`config.mk`:
```
export PLATFORM = sky130hd
export DESIGN_NAME = match_window_counter_flat
export DESIGN_NICKNAME = d
export VERILOG_FILES = /design/src/rtl/match_window_counter_if.sv /design/src/rtl/match_window_counter.sv /design/src/flat_wrapper.sv
export SDC_FILE = /design/constraint.sdc
export NUM_CORES = 1
export LEC_CHECK = 0
export ABC_CLOCK_PERIOD_IN_PS = 3500
export CAP_MARGIN = 20
export CORE_UTILIZATION = 59
export CTS_BUF_LIST = sky130_fd_sc_hd__clkbuf_4 sky130_fd_sc_hd__clkbuf_8
export DETAILED_ROUTE_END_ITERATION = 10
export PLACE_DENSITY_LB_ADDON = 0.05
export RECOVER_POWER = 50
export SETUP_SLACK_MARGIN = 0.5
export SYNTH_ARGS = -nofsm -noshare
export SYNTH_HDL_FRONTEND = slang
export SYNTH_SLANG_ARGS = --single-unit
```
`constraint.sdc`:
```
create_clock -name clk -period 3.5 [get_ports clk]
set_input_delay 0.525 -clock clk [delete_from_list [all_inputs] [get_ports clk]]
set_output_delay 0.525 -clock clk [all_outputs]
set_load 0.005 [all_outputs]
```
`src/rtl/match_window_counter_if.sv`:
```
// Signal bundle between a match source, the window counter and its result consumer.
// The counter takes the slave modport; the stimulus/consumer side takes master.
interface match_window_counter_if #(
  parameter int unsigned CNT_W = 8,
  parameter int unsigned WIN_W = 16
);
  logic             z;
  logic             enable;
  logic [WIN_W-1:0] win_len;
  logic [CNT_W-1:0] cnt_out;
  logic             out_valid;
  logic             out_ready;
  logic             ovf;
  logic             lost;

  modport master (
    output z, enable, win_len, out_ready,
    input  cnt_out, out_valid, ovf, lost
  );

  modport slave (
    input  z, enable, win_len, out_ready,
    output cnt_out, out_valid, ovf, lost
  );
endinterface

```
`src/rtl/match_window_counter.sv`:
```
// Counts match pulses over a programmable cycle window and offers each window's
// count on a valid/ready port, with saturation and lost-pulse flags.
module match_window_counter #(
  parameter int unsigned CNT_W = 8,
  parameter int unsigned WIN_W = 16
) (
  input logic                  clk,
  input logic                  rst,
  match_window_counter_if.slave bus
);

  typedef enum logic [1:0] {StIdle, StCount, StHold} state_e;

  state_e             r_state, w_state_d;
  logic [WIN_W-1:0]   r_len, w_len_d;
  logic [WIN_W-1:0]   r_cyc, w_cyc_d;
  logic [CNT_W-1:0]   r_cnt, w_cnt_d;
  logic               r_wovf, w_wovf_d;
  logic [CNT_W-1:0]   r_cnt_out, w_cnt_out_d;
  logic               r_ovf, w_ovf_d;
  logic               r_valid, w_valid_d;
  logic               r_lost, w_lost_d;

  logic [WIN_W-1:0]   w_len_eff;
  logic [CNT_W-1:0]   w_cnt_inc;
  logic               w_sat;
  logic               w_last;
  logic               w_hs;

  // A zero window length is treated as a single-cycle window.
  assign w_len_eff = (bus.win_len == '0) ? WIN_W'(1) : bus.win_len;
  assign w_sat     = bus.z && (&r_cnt);
  assign w_cnt_inc = (bus.z && !(&r_cnt)) ? r_cnt + CNT_W'(1) : r_cnt;
  assign w_last    = (r_cyc == r_len - WIN_W'(1));
  assign w_hs      = r_valid && bus.out_ready;

  always_comb begin
    w_state_d   = r_state;
    w_len_d     = r_len;
    w_cyc_d     = r_cyc;
    w_cnt_d     = r_cnt;
    w_wovf_d    = r_wovf;
    w_cnt_out_d = r_cnt_out;
    w_ovf_d     = r_ovf;
    w_valid_d   = r_valid;
    w_lost_d    = r_lost | (bus.z && (r_state != StCount));

    case (r_state)
      StIdle: begin
        if (bus.enable) begin
          w_len_d   = w_len_eff;
          w_cyc_d   = '0;
          w_cnt_d   = '0;
          w_wovf_d  = 1'b0;
          w_state_d = StCount;
        end
      end
      StCount: begin
        w_cnt_d  = w_cnt_inc;
        w_wovf_d = r_wovf | w_sat;
        w_cyc_d  = r_cyc + WIN_W'(1);
        if (w_last) begin
          w_cnt_out_d = w_cnt_inc;
          w_ovf_d     = r_wovf | w_sat;
          w_valid_d   = 1'b1;
          w_state_d   = StHold;
        end
      end
      StHold: begin
        if (w_hs) begin
          w_valid_d = 1'b0;
          if (bus.enable) begin
            // Back-to-back window: restart with no idle gap.
            w_len_d   = w_len_eff;
            w_cyc_d   = '0;
            w_cnt_d   = '0;
            w_wovf_d  = 1'b0;
            w_state_d = StCount;
          end else begin
            w_state_d = StIdle;
          end
        end
      end
      default: w_state_d = StIdle;
    endcase
  end

  always_ff @(posedge clk) begin
    if (rst) begin
      r_state   <= StIdle;
      r_len     <= WIN_W'(1);
      r_cyc     <= '0;
      r_cnt     <= '0;
      r_wovf    <= 1'b0;
      r_cnt_out <= '0;
      r_ovf     <= 1'b0;
      r_valid   <= 1'b0;
      r_lost    <= 1'b0;
    end else begin
      r_state   <= w_state_d;
      r_len     <= w_len_d;
      r_cyc     <= w_cyc_d;
      r_cnt     <= w_cnt_d;
      r_wovf    <= w_wovf_d;
      r_cnt_out <= w_cnt_out_d;
      r_ovf     <= w_ovf_d;
      r_valid   <= w_valid_d;
      r_lost    <= w_lost_d;
    end
  end

  assign bus.cnt_out   = r_cnt_out;
  assign bus.out_valid = r_valid;
  assign bus.ovf       = r_ovf;
  assign bus.lost      = r_lost;

endmodule

```
`src/flat_wrapper.sv`:
```
// flat-port wrapper written by rule: the top's interface ports become plain ports
module match_window_counter_flat 
#(
  parameter int unsigned CNT_W = 8,
  parameter int unsigned WIN_W = 16
)
  (clk, rst, bus_z, bus_enable, bus_win_len, bus_out_ready, bus_cnt_out, bus_out_valid, bus_ovf, bus_lost);
  match_window_counter_if #(.CNT_W(CNT_W), .WIN_W(WIN_W)) bus_i ();
  input logic clk;
  input logic rst;
  input wire logic [$bits(bus_i.z)-1:0] bus_z;
  input wire logic [$bits(bus_i.enable)-1:0] bus_enable;
  input wire logic [$bits(bus_i.win_len)-1:0] bus_win_len;
  input wire logic [$bits(bus_i.out_ready)-1:0] bus_out_ready;
  output wire logic [$bits(bus_i.cnt_out)-1:0] bus_cnt_out;
  output wire logic [$bits(bus_i.out_valid)-1:0] bus_out_valid;
  output wire logic [$bits(bus_i.ovf)-1:0] bus_ovf;
  output wire logic [$bits(bus_i.lost)-1:0] bus_lost;
  assign bus_i.z = bus_z;
  assign bus_i.enable = bus_enable;
  assign bus_i.win_len = bus_win_len;
  assign bus_i.out_ready = bus_out_ready;
  assign bus_cnt_out = bus_i.cnt_out;
  assign bus_out_valid = bus_i.out_valid;
  assign bus_ovf = bus_i.ovf;
  assign bus_lost = bus_i.lost;
  match_window_counter #(.CNT_W(CNT_W), .WIN_W(WIN_W)) u_core (.clk(clk), .rst(rst), .bus(bus_i));
endmodule
```
==> qor.txt <==
Outcome - complete, no violations
Top cells by area, synth - dfxtp_1, nor2_1, xor2_1
Ports - 32
Worst-margin pin slew - 1.30 ns
CP bufs+invs - 1
NetSw - 410 uW
Fillers - 398
Final worst-path cycle share - 0.809
WL met2 - 3170 um
Crit path DAT - 3.03 ns
WL per Instance - 15.2 um
Vias - 2,727
Hold_buf cts - 0
Worst Setup EP - u_core.bus.cnt_out[7]
Fin nets - 421
Area delta synth->final - 15.1%
CP Depth - 8
Final setup viols - 0
Worst rel slew slack - 0.135
Clk root buf - clkbuf_8
CP delay by family, top - simple AND/OR/NAND/NOR gates
Global Route Usage Sum - 0.274
Top cell type's share of synthesized area - 0.350
Minimum clock period - 2.83 ns
CTS clk-pin slew, worst paths - 0.09 ns
RePlAce Congestion - 0.853
FF-to-FF End - u_core.bus.cnt_out[7]
Fin. max-slew vios - 0
Vias in the first global route - 2,508
Worst stage delay on the critical path - 0.61 ns
Syn Area/Cell - 8.38 sq um
Final wirelength - 6990 um
Cts repair resizes - 1
Crit path launch - u_core.r_len[0]
DRT antenna net count - 0
Top cells by count, synth - dfxtp_1, nor2_1, nand2_1
Flop pwr share - 0.477
Yosys reg bits - 54
CP endpoint kind - flop
P_int - 998 uW
Fin area - 3560 sq um
Clock Latency Late Sink - 0.31 ns
Rows - 25
Die H - 74.4 um
Die footprint - 5530 sq um
Core area - 4880 sq um
Max-Cap Viols - 0
Syn_nets - 397
Post-CTS setup buffer count - 0
Crit path max fanout - 8
WL met3 - 306 um
Data required, critical path - 3.70 ns
Share of power burned in the clock network - 0.303
Top FF cell, synth - dfxtp_1
DRT met1 WL - 3430 um
CTS sink cnt - 54
First-pass GRT wire length - 11,600 um
Mapped Area - 3090 sq um
Port buffer count - 31
Detailed placer's ending HPWL - 5230 um
Crit path cell chain - inv_1 -> ha_1 -> nor3b_2 -> nand4b_1 -> xnor2_1 -> or4_1 -> nor3_4 -> mux2_4
Post-DR vias/cell - 5.92
Clk buf depth - 2
Synth area leader - dfxtp_1
Hold Vio Cnt, Final - 0
Initial antenna violation count - 0
Post-route DRC - 0
Sw frac - 0.291
Layout cell share with drive strength beyond 1 - 0.0533
Syn Inst Count - 369
Pre-Repair DR Iteration Count - 4
Overflow after GRT - 0
Initial Util - 0.633
Dominant cell by count in the synthesized netlist - dfxtp_1
CTS buffer count - 5
Initial DRC count - 137
Combinational power share - 0.220
Ys Warns - 0
RR Startpoint - u_core.r_len[0]
Max frequency - 353 MHz
WHS - 0.469 ns
Largest net degree at the start of global routing - 31
FFs w/ async S/R, synth - 0
Die Wd - 74.4 um
Pleak - 1.33 nW
Synth cell types - 58
Worst Hold Class - reg -> reg
Reg2reg setup slack - 0.67 ns
PD cells - 396 nW/um^2
Reg2Reg Depth - 8
Placed cell area - 3440 sq um
Fin Clk Skew - 0.00727 ns
# H-tree levels - 2
Highest Signal Layer - met4
Slowest cell on the critical path - or4_1
RSZ-0062 raised after global routing - false
Setup TNS - 0 ns
Worst VDD drop - 0.309 mV
Number of flops mapped to enable cells by yosys - 0
CTS tree - done
Antenna cell count - 0
Critical path type - reg -> reg
Startpoint Class - flop
Register area share after synthesis - 0.350
[how the worst min path moves through the flow]
stage | startpoint | to | depth (start not counted)
6_report | u_core.bus.lost | u_core.bus.lost | 2
5_1_grt | u_core.r_wovf | u_core.r_wovf | 2
4_1_cts | u_core.bus.lost | u_core.bus.lost | 2
3_5_place_dp | u_core.bus.lost | u_core.bus.lost | 2
3_3_place_gp | u_core.bus.lost | u_core.bus.lost | 2
2_1_floorplan | u_core.bus.lost | u_core.bus.lost | 2
[state kept, by name, indices dropped and copies added, names as in the netlist]
signal / flops
u_core.r_cyc: 16
u_core.r_wovf: 1
u_core.r_cnt: 8
u_core.r_state: 2
u_core.bus.out_valid: 1
u_core.bus.cnt_out: 8
u_core.r_len: 16
u_core.bus.ovf: 1
u_core.bus.lost: 1
[per-layer routing]
metal  track usage  vias to the layer above
met5             0                        -
met4        0.0734                        0
met3        0.0556                        8
met2         0.432                       54
met1         0.380                     1273
li1              -                     1392
[stage by stage]
step	total power, mW	cells	util	worst slack, ns
2_1_floorplan	0.898	369	-	0.861
4_1_cts	1.41	461	0.730	0.670
3_3_place_gp	0.986	453	0.705	0.648
6_report	1.41	461	0.729	0.669
3_5_place_dp	0.994	453	0.705	0.525
5_1_grt	1.48	461	0.729	0.504
[area by class of cell]
| class | count | area (sq um) | share of cell area |
|---|---|---|---|
| Clock inverter | 1 | 30.0 | 0.00844 |
| Multi-Input combinational cell | 285 | 1900 | 0.534 |
| Clock buffer | 7 | 83.8 | 0.0236 |
| Sequential cell | 54 | 1080 | 0.304 |
| Timing Repair Buffer | 34 | 329 | 0.0925 |
| Tap cell | 67 | 83.8 | 0.0236 |
| Inverter | 13 | 48.8 | 0.0137 |
[cell families after synthesis]
kind of cell / synth area share
and+or+nand+nor: 0.251
xor gates and xnor gates: 0.0964
DFF: 0.350
muxes: 0.0534
adders and majority gates: 0.0283
AOI/OAI and AO/OA: 0.184
buffers and inverters: 0.0368
[worst reg2reg max path, stage by stage, from the launching register on]
cell and delay (ns):
dfxtp_1 0.37, inv_1 0.08, ha_1 0.27, nor3b_2 0.35
nand4b_1 0.15, xnor2_1 0.17, or4_1 0.61, nor3_4 0.39
mux2_4 0.33
[power by group through the flow]
stage / combinational [mW] / clock [mW] / sequential, mW
after detailed placement: 0.308 / 0 / 0.686
after global placement: 0.303 / 0 / 0.683
after CTS: 0.310 / 0.433 / 0.672
after floorplan: 0.226 / 0 / 0.672
final: 0.310 / 0.427 / 0.672
after global routing: 0.343 / 0.455 / 0.677
[placed cells by master (no fill, tap or decap), drive strengths merged, types with 4 or more instances in the layout]
cell type,n
a211oi,9
a21oi,17
inv,13
xnor2,16
nand3,10
or2,4
and4,4
nor2,47
mux2i,15
clkbuf,8
dlygate4sd3,12
o21ai,11
nor3,10
nand4,6
dfxtp,54
nor4,9
nand2,21
a31oi,13
clkdlybuf4s50,19
ha,7
xor2,18
and3,6
and2,4
or3,6
nor2b,7
Power figures use the tool's default switching activity.
